`src/rtl/gpio_pkg.sv`:
```
// Shared definitions for the GPIO bank: register byte offsets, bus access
// size encoding and the write-lane mask helper.
package gpio_pkg;

   localparam logic [1:0] WR_BYTE = 2'b00;
   localparam logic [1:0] WR_HALF = 2'b01;
   localparam logic [1:0] WR_WORD = 2'b10;
   localparam logic [1:0] WR_NONE = 2'b11;

   localparam logic [31:0] OFF_OUT     = 32'h0000_0000;
   localparam logic [31:0] OFF_IN      = 32'h0000_0004;
   localparam logic [31:0] OFF_OE      = 32'h0000_0008;
   localparam logic [31:0] OFF_SET     = 32'h0000_000C;
   localparam logic [31:0] OFF_CLR     = 32'h0000_0010;
   localparam logic [31:0] OFF_TGL     = 32'h0000_0014;
   localparam logic [31:0] OFF_RISE_EN = 32'h0000_0018;
   localparam logic [31:0] OFF_FALL_EN = 32'h0000_001C;
   localparam logic [31:0] OFF_STATUS  = 32'h0000_0020;

   // Byte lanes touched by an access of the given size; no access touches nothing.
   function automatic logic [31:0] width_mask(input logic [1:0] size);
      logic [31:0] mask;
      case (size)
         WR_BYTE: mask = 32'h0000_00FF;
         WR_HALF: mask = 32'h0000_FFFF;
         WR_WORD: mask = 32'hFFFF_FFFF;
         default: mask = 32'h0000_0000;
      endcase
      return mask;
   endfunction

endpackage

```
`src/rtl/gpio_sync.sv`:
```
// Multi-stage flop synchroniser for the asynchronous pad inputs.
module gpio_sync
   import gpio_pkg::*;
#(
   parameter int WIDTH  = 8,
   parameter int STAGES = 2
) (
   input  logic             clk,
   input  logic             rst,
   input  logic [WIDTH-1:0] d,
   output logic [WIDTH-1:0] q
);

   logic [WIDTH-1:0] stage_r [STAGES];

   // Shift the pad value through the chain; reset clears every stage.
   always_ff @(posedge clk) begin
      if (rst) begin
         for (int i = 0; i < STAGES; i++) begin
            stage_r[i] <= {WIDTH{1'b0}};
         end
      end else begin
         stage_r[0] <= d;
         for (int i = 1; i < STAGES; i++) begin
            stage_r[i] <= stage_r[i-1];
         end
      end
   end

   assign q = stage_r[STAGES-1];

endmodule

```
`src/rtl/gpio_bank.sv`:
```
// GPIO peripheral: output/OE registers with atomic set/clear/toggle,
// synchronised inputs and sticky W1C edge interrupts.
module gpio_bank
   import gpio_pkg::*;
#(
   parameter int WIDTH       = 8,
   parameter int SYNC_STAGES = 2,
   parameter int ADDR_W      = 6
) (
   input  logic              clk,
   input  logic              rst,
   input  logic              sel,
   input  logic [ADDR_W-1:0] addr,
   input  logic [1:0]        write_n,
   input  logic [1:0]        read_n,
   input  logic [31:0]       data_in,
   output logic [31:0]       data_out,
   input  logic [WIDTH-1:0]  gpio_in,
   output logic [WIDTH-1:0]  gpio_out,
   output logic [WIDTH-1:0]  gpio_oe,
   output logic              irq
);

   localparam logic [2:0] WARM_CYCLES = 3'(SYNC_STAGES + 1);

   logic [31:0]      off_s;
   logic [31:0]      mask_s;
   logic             wr_s;
   logic             capture_s;
   logic [WIDTH-1:0] wmask_s, wdata_s, in_s, out_nxt_s, w1c_s, rise_s, fall_s;
   logic [WIDTH-1:0] out_r, oe_r, rise_en_r, fall_en_r, status_r, prev_r;
   logic             irq_r;
   logic [2:0]       warm_r;
   logic [31:0]      rdata_s;
   logic             unused_s;

   gpio_sync #(.WIDTH(WIDTH), .STAGES(SYNC_STAGES)) u_sync (
      .clk (clk),
      .rst (rst),
      .d   (gpio_in),
      .q   (in_s)
   );

   // Address decode, write lane masking and next value of the output register.
   always_comb begin
      off_s     = 32'({addr[ADDR_W-1:2], 2'b00});
      wr_s      = sel && (write_n != WR_NONE);
      mask_s    = width_mask(write_n);
      wmask_s   = mask_s[WIDTH-1:0];
      wdata_s   = data_in[WIDTH-1:0] & wmask_s;
      out_nxt_s = out_r;
      if (wr_s) begin
         case (off_s)
            OFF_OUT: out_nxt_s = (out_r & ~wmask_s) | wdata_s;
            OFF_SET: out_nxt_s = out_r | wdata_s;
            OFF_CLR: out_nxt_s = out_r & ~wdata_s;
            OFF_TGL: out_nxt_s = out_r ^ wdata_s;
            default: out_nxt_s = out_r;
         endcase
      end else begin
         out_nxt_s = out_r;
      end
   end

   // Edge qualification; capture is held off until the synchroniser and prev have settled.
   always_comb begin
      capture_s = (warm_r == WARM_CYCLES);
      w1c_s     = (wr_s && (off_s == OFF_STATUS)) ? wdata_s : {WIDTH{1'b0}};
      if (capture_s) begin
         rise_s = in_s & ~prev_r & rise_en_r;
         fall_s = ~in_s & prev_r & fall_en_r;
      end else begin
         rise_s = {WIDTH{1'b0}};
         fall_s = {WIDTH{1'b0}};
      end
   end

   // Register file, edge history, sticky status, warm-up counter and irq.
   always_ff @(posedge clk) begin
      if (rst) begin
         out_r     <= {WIDTH{1'b0}};
         oe_r      <= {WIDTH{1'b0}};
         rise_en_r <= {WIDTH{1'b0}};
         fall_en_r <= {WIDTH{1'b0}};
         status_r  <= {WIDTH{1'b0}};
         prev_r    <= {WIDTH{1'b0}};
         irq_r     <= 1'b0;
         warm_r    <= 3'd0;
      end else begin
         out_r <= out_nxt_s;
         if (wr_s && (off_s == OFF_OE)) begin
            oe_r <= (oe_r & ~wmask_s) | wdata_s;
         end
         if (wr_s && (off_s == OFF_RISE_EN)) begin
            rise_en_r <= (rise_en_r & ~wmask_s) | wdata_s;
         end
         if (wr_s && (off_s == OFF_FALL_EN)) begin
            fall_en_r <= (fall_en_r & ~wmask_s) | wdata_s;
         end
         // A fresh edge outranks a simultaneous W1C of the same bit.
         status_r <= (status_r & ~w1c_s) | rise_s | fall_s;
         prev_r   <= in_s;
         irq_r    <= |status_r;
         if (warm_r != WARM_CYCLES) begin
            warm_r <= warm_r + 3'd1;
         end
      end
   end

   // Read mux; write-only and unmapped offsets read all ones.
   always_comb begin
      rdata_s = 32'h0000_0000;
      if (sel && (read_n != WR_NONE)) begin
         case (off_s)
            OFF_OUT:     rdata_s = 32'(out_r);
            OFF_IN:      rdata_s = 32'(in_s);
            OFF_OE:      rdata_s = 32'(oe_r);
            OFF_RISE_EN: rdata_s = 32'(rise_en_r);
            OFF_FALL_EN: rdata_s = 32'(fall_en_r);
            OFF_STATUS:  rdata_s = 32'(status_r);
            default:     rdata_s = 32'hFFFF_FFFF;
         endcase
      end else begin
         rdata_s = 32'h0000_0000;
      end
   end

   assign data_out = rdata_s;
   assign gpio_out = out_r;
   assign gpio_oe  = oe_r;
   assign irq      = irq_r;
   assign unused_s = ^{addr[1:0], data_in, mask_s};

endmodule

```
`config.mk`:
```
export PLATFORM = sky130hd
export DESIGN_NAME = gpio_bank
export DESIGN_NICKNAME = d
export VERILOG_FILES = /design/src/rtl/gpio_pkg.sv /design/src/rtl/gpio_sync.sv /design/src/rtl/gpio_bank.sv
export SDC_FILE = /design/constraint.sdc
export NUM_CORES = 1
export LEC_CHECK = 0
export ABC_AREA = 1
export ABC_CLOCK_PERIOD_IN_PS = 11480
export CAP_MARGIN = 10
export CORE_ASPECT_RATIO = 0.5
export CORE_MARGIN = 5
export CORE_UTILIZATION = 53
export DETAILED_ROUTE_END_ITERATION = 10
export GPL_TIMING_DRIVEN = 1
export PLACE_DENSITY = 0.87
export SLEW_MARGIN = 30
export SYNTH_ARGS = -nofsm -noshare
export SYNTH_HDL_FRONTEND = slang
export SYNTH_HIERARCHICAL = 1
export SYNTH_SLANG_ARGS = --single-unit
```
`constraint.sdc`:
```
create_clock -name clk -period 11.48 [get_ports clk]
set_input_delay 3.444 -clock clk [delete_from_list [all_inputs] [get_ports clk]]
set_output_delay 3.444 -clock clk [all_outputs]
set_load 0.1 [all_outputs]
```
# Word level (Yosys, flattened, before mapping)
# Memory sizes are Yosys's and may differ from the RTL's.
# Index checks and enable logic that the tools add are counted.
[word_totals]
regBits = 52
mem_bits_rw = 16
inputBits = 53
output_inout_bits = 49
elab_cells = 74
mem_count = 1
[memory_table]
columns = ["name", "words", "width", "rd", "rd_clocked_by_memory_dff", "wr", "line_no", "rtl"]
rows = [
  ["u_sync.stage_r", 2, 8, 2, 0, 2, "gpio_sync.sv:14", "logic [WIDTH-1:0] stage_r [STAGES];"],
]
[classes]
addsub = 1
eq_ne = 14
muxes = 12
bitwise_logic = 26
reduce_logical = 12
[op_table]
columns = ["cell", "count"]
rows = [
  ["$pmux 32 s6", 1],
  ["$and 8x8->8", 11],
  ["$or 8x8->8", 7],
  ["$mux 8", 5],
  ["$not 8->8", 5],
  ["$logic_not 32->1", 1],
  ["$mux 32", 1],
  ["$pmux 8 s4", 1],
  ["$pmux 8 s3", 1],
  ["$eq 4x3->1 const B", 4],
  ["$eq 4x2->1 const B", 2],
  ["$reduce_or 8->1", 1],
  ["$xor 8x8->8", 1],
  ["$logic_and 1x1->1", 6],
  ["$eq 4x1->1 const B", 1],
  ["$eq 4x4->1 const B", 1],
  ["$logic_not 4->1", 1],
  ["$ne 2x2->1 const B", 2],
  ["$reduce_bool 4->1", 1],
  ["$add 3x1->3 const B", 1],
  ["$eq 3x2->1 const B", 1],
  ["$mux 1", 3],
  ["$ne 3x2->1 const B", 1],
  ["$eq 2x1->1 const B", 1],
  ["4 further kinds", 5],
]

# Depth between registers and ports, before layout
[depth]
depth_word = 8
depth_mapped = 10

# Modules after synthesis
# Netlist, hierarchy kept.
[by_module_without_submodules]
columns = ["module", "instances", "cells_each", "area_each_um2", "seq_area_each_um2"]
rows = [
  ["gpio_bank", 1, 511, 3241.9, 1041.0],
  ["gpio_sync", 1, 58, 534.3, 320.3],
]

# Worst setup path after synthesis
# OpenSTA, ideal clock, no wires.
[synth_path]
path_kind = "input-to-output"
startpoint = "in addr[3]"
endpoint = "out data_out[10]"
arrival_ps = 6509
setup_slack_ps = 1527
path_stages = 8
path_cell_list = "nand2_2 clkinv_2 nand2_2 nand2_1 nor2_1 inv_2 nor2_1 buf_4"
[synth_between]
elab_chain_cells = 3
elab_cells_between_ends = 8
[synth_lines]
columns = ["item", "line_no", "rtl"]
rows = [
  ["from (decl)", "gpio_bank.sv:13", "input logic [ADDR_W-1:0] addr,"],
  ["$logic_not 32->1 (tied with other cells)", "gpio_bank.sv:114", "case (off_s)"],
  ["$pmux 32 s6 *", "gpio_bank.sv:114", ""],
  ["$mux 32 *", "gpio_bank.sv:113", "if (sel && (read_n != WR_NONE)) begin"],
  ["to (decl)", "gpio_bank.sv:17", "output logic [31:0] data_out,"],
]
# Mark *: on every way between the ends. The rest lies on a longest branch, timed or not.

# Worst setup path in the final report
[layout_path]
startpoint = "in addr[4]"
endpoint = "out data_out[1]"
# The elaborated chain is that of the path after synthesis.

==> flow_summary.json <==
{
  "max_slew.worst_pin.slew_ps": 1011,
  "grt_pass1_vias": 3117,
  "antenna_found_initial": 0,
  "finalSetupViolations": 0,
  "cts_buffer_depth": 2,
  "worstPathRequired_ps": 8040,
  "avgRoutedWirePerCell_um": 13.93,
  "hold_ws_ps": 399.9,
  "startpoint_type": "input pin",
  "fin_crit_ps": 10080,
  "clock_sinks": 68,
  "clkTransAtPathRegs_ps": 50,
  "timing.setup.critical_path_class": "input pin to primary output",
  "reg2reg_depth": 6,
  "cts_resized": 0,
  "r2r_slack_ps": 9980,
  "skew_ps": 6.278,
  "synth_warnings": 6,
  "dieHeight_um": 69.69,
  "multi_input_comb_area_um2": 1794,
  "r2r_end": "status_r[5]$_SDFF_PP0_",
  "area_delta_synth_final_pct": 21.77,
  "globalplace.congestion": 0.9481,
  "grt_overflow": 0,
  "relSlewSlack_pct": 32.52,
  "fmax_mhz": 99.17,
  "synth_seq_area_share_pct": 36.05,
  "hold_violations": 0,
  "globalRouteMet1Util_pct": 29.82,
  "min_path_cells": 2,
  "drive_above_1_share_pct": 11.71,
  "use_met2_pct": 32.11,
  "use_met3_pct": 9.846,
  "n_antenna_cell": 0,
  "rsz0062_at_grt": "no",
  "hold_class": "flop to flop",
  "die-area_um2": 9015,
  "holdCritStartpoint": "u_sync/stage_r[0][0]$_SDFF_PP0_",
  "r2r_start": "warm_r[0]$_SDFFE_PP0N_",
  "routed_via_density": 5.171,
  "synthCells": 569,
  "avgSynthCellArea_um2": 6.636,
  "cts_tree": "done",
  "ant_nets": 0,
  "grt-busiest-layer": "met2",
  "grt_usage_pct": 22.13,
  "ys_types": 25,
  "p_leak_nw": 2.077,
  "fillers": 571,
  "post-dp-hpwl_um": 6694,
  "critical_path.endpoint_type": "primary output",
  "layoutNonFillerInstCount": 707,
  "grt_max_degree": 69,
  "synth_fp_nets": 632,
  "total_power_uw": 734.2,
  "finalMaxSlewViolations": 0,
  "cts_max_level": 3,
  "num_io_pins": 102,
  "area.sequential_um2": 1361,
  "drc_errors": 0,
  "post-route-period-util_pct": 87.84,
  "drt-pass1-iter-count": 7,
  "cp_max_fo": 23,
  "power_density_nw_per_um2": 159.7,
  "whs_endpoint": "u_sync/stage_r[0][8]$_SDFF_PP0_",
  "postCtsHoldBufs": 0,
  "status": "complete, no violations",
  "ys_ff_latch": 68,
  "dieWidth_um": 129.4,
  "maxCapViolations": 0,
  "synth_area_um2": 3776,
  "finalNetCount": 673,
  "start_util_pct": 55.49,
  "clk_latency_ps": 340,
  "setup-tns-final_ps": 0,
  "io_buffers": 75,
  "vdd_drop_max_uv": 121.1,
  "dp.cells": 691,
  "routed_wl_um": 9847,
  "drt_iter0_markers": 418,
  "cp.arrival_ps": 6640,
  "ctsRootBufferMaster": "clkbuf_16",
  "cts_buffers": 9,
  "rows": 21,
  "cts_setup_buffers": 0,
  "grt_pass1_wl_um": 15680,
  "core-area_um2": 6805,
  "vias": 3656
}
layout by cell type, fill, tap and decap left out, drive strengths merged:
cell / netlist / layout
a211oi: 4 / 4
a21oi: 49 / 49
buf: 41 / 28
bufinv: 0 / 2
clkbuf: 7 / 12
clkdlybuf4s50: 0 / 50
clkinv: 1 / 1
dfxtp: 68 / 68
ha: 10 / 10
inv: 72 / 74
nand2: 176 / 176
nand3: 47 / 47
nand3b: 8 / 8
nor2: 67 / 67
nor4: 2 / 2
o21ai: 16 / 16
xor2: 1 / 1
cells by family (layout without fill, tap and decap cells):
group | Yosys count | after routing | synth area share, %
xor+xnor | 1 | 1 | 0.2320
simple gates | 300 | 300 | 34.56
flops | 68 | 68 | 36.05
fa+ha+maj | 10 | 10 | 3.313
compound gates | 69 | 69 | 9.410
buf+inv | 121 | 167 | 16.43
per-stage QoR:
step	utilization (%)	worst slack, ps	cell area [µm²]
after floorplan	-	1527	3776
after global placement	62.51	1501	4254
after detailed placement	62.51	1524	4254
after CTS	67.57	1512	4598
after global routing	67.57	1289	4598
final	67.57	1396	4598
Yosys cell counts:
cell	instances	area (µm²)
dfxtp_1	68	1361
ha_1	10	125.1
nand3b_1	8	60.06
nand3_1	45	225.2
nand3_2	1	10.01
nand2_4	1	11.26
nor2_1	55	206.5
inv_2	6	22.52
buf_8	1	15.01
inv_1	66	247.7
a211oi_1	4	30.03
buf_2	3	15.01
nand3_4	1	17.52
buf_4	34	255.2
nor4_1	2	12.51
a21oi_1	49	245.2
buf_6	3	33.78
clkinv_2	1	5.000
o21ai_0	16	80.08
clkbuf_1	7	26.28
nand2_2	6	37.54
nor2_2	9	56.30
xor2_1	1	8.760
nand2_1	169	634.4
nor2_4	3	33.78
critical path: stages:
cell and delay (ps):
clkdlybuf4s50_1 650, inv_2 80, nor2_2 770, nand3_1 140
nand2_1 100, nor2_1 70, nand3_1 100, nand2_1 60
inv_1 70, clkdlybuf4s50_1 1140
final cells by class:
cell class	count	share of cell area, %
Clock buffer	12	5.796
Clock inverter	4	1.687
Inverter	73	5.986
Multi-Input combinational cell	380	39.02
Sequential cell	68	29.61
Tap cell	92	2.503
Timing Repair Buffer	78	15.40
worst max-delay path by stage:
stage                   end  slack [ps]  cells after the start  startpoint
2_1_floorplan  data_out[10]        1530                      8     addr[3]
3_3_place_gp    data_out[7]        1500                      8     addr[4]
3_5_place_dp    data_out[7]        1520                      8     addr[4]
4_1_cts         data_out[1]        1510                     10     addr[4]
5_1_grt         data_out[7]        1290                      8     addr[4]
6_report        data_out[1]        1400                     10     addr[4]
where the power goes:
group | total, mW | internal, mW | switching (mW)
Clock | 0.316 | 0.209 | 0.107
Sequential | 0.252 | 0.245 | 0.00655
Combinational | 0.166 | 0.0385 | 0.128
Total | 0.734 | 0.493 | 0.241
layer usage:
layer / part of all wire [%] / vias to the layer above
met1: 42 / 1617
met4: 1.7 / 0
met5: 0 / -
met2: 43 / 192
met3: 14 / 17
li1: - / 1830
Power figures use the tool's default switching activity.
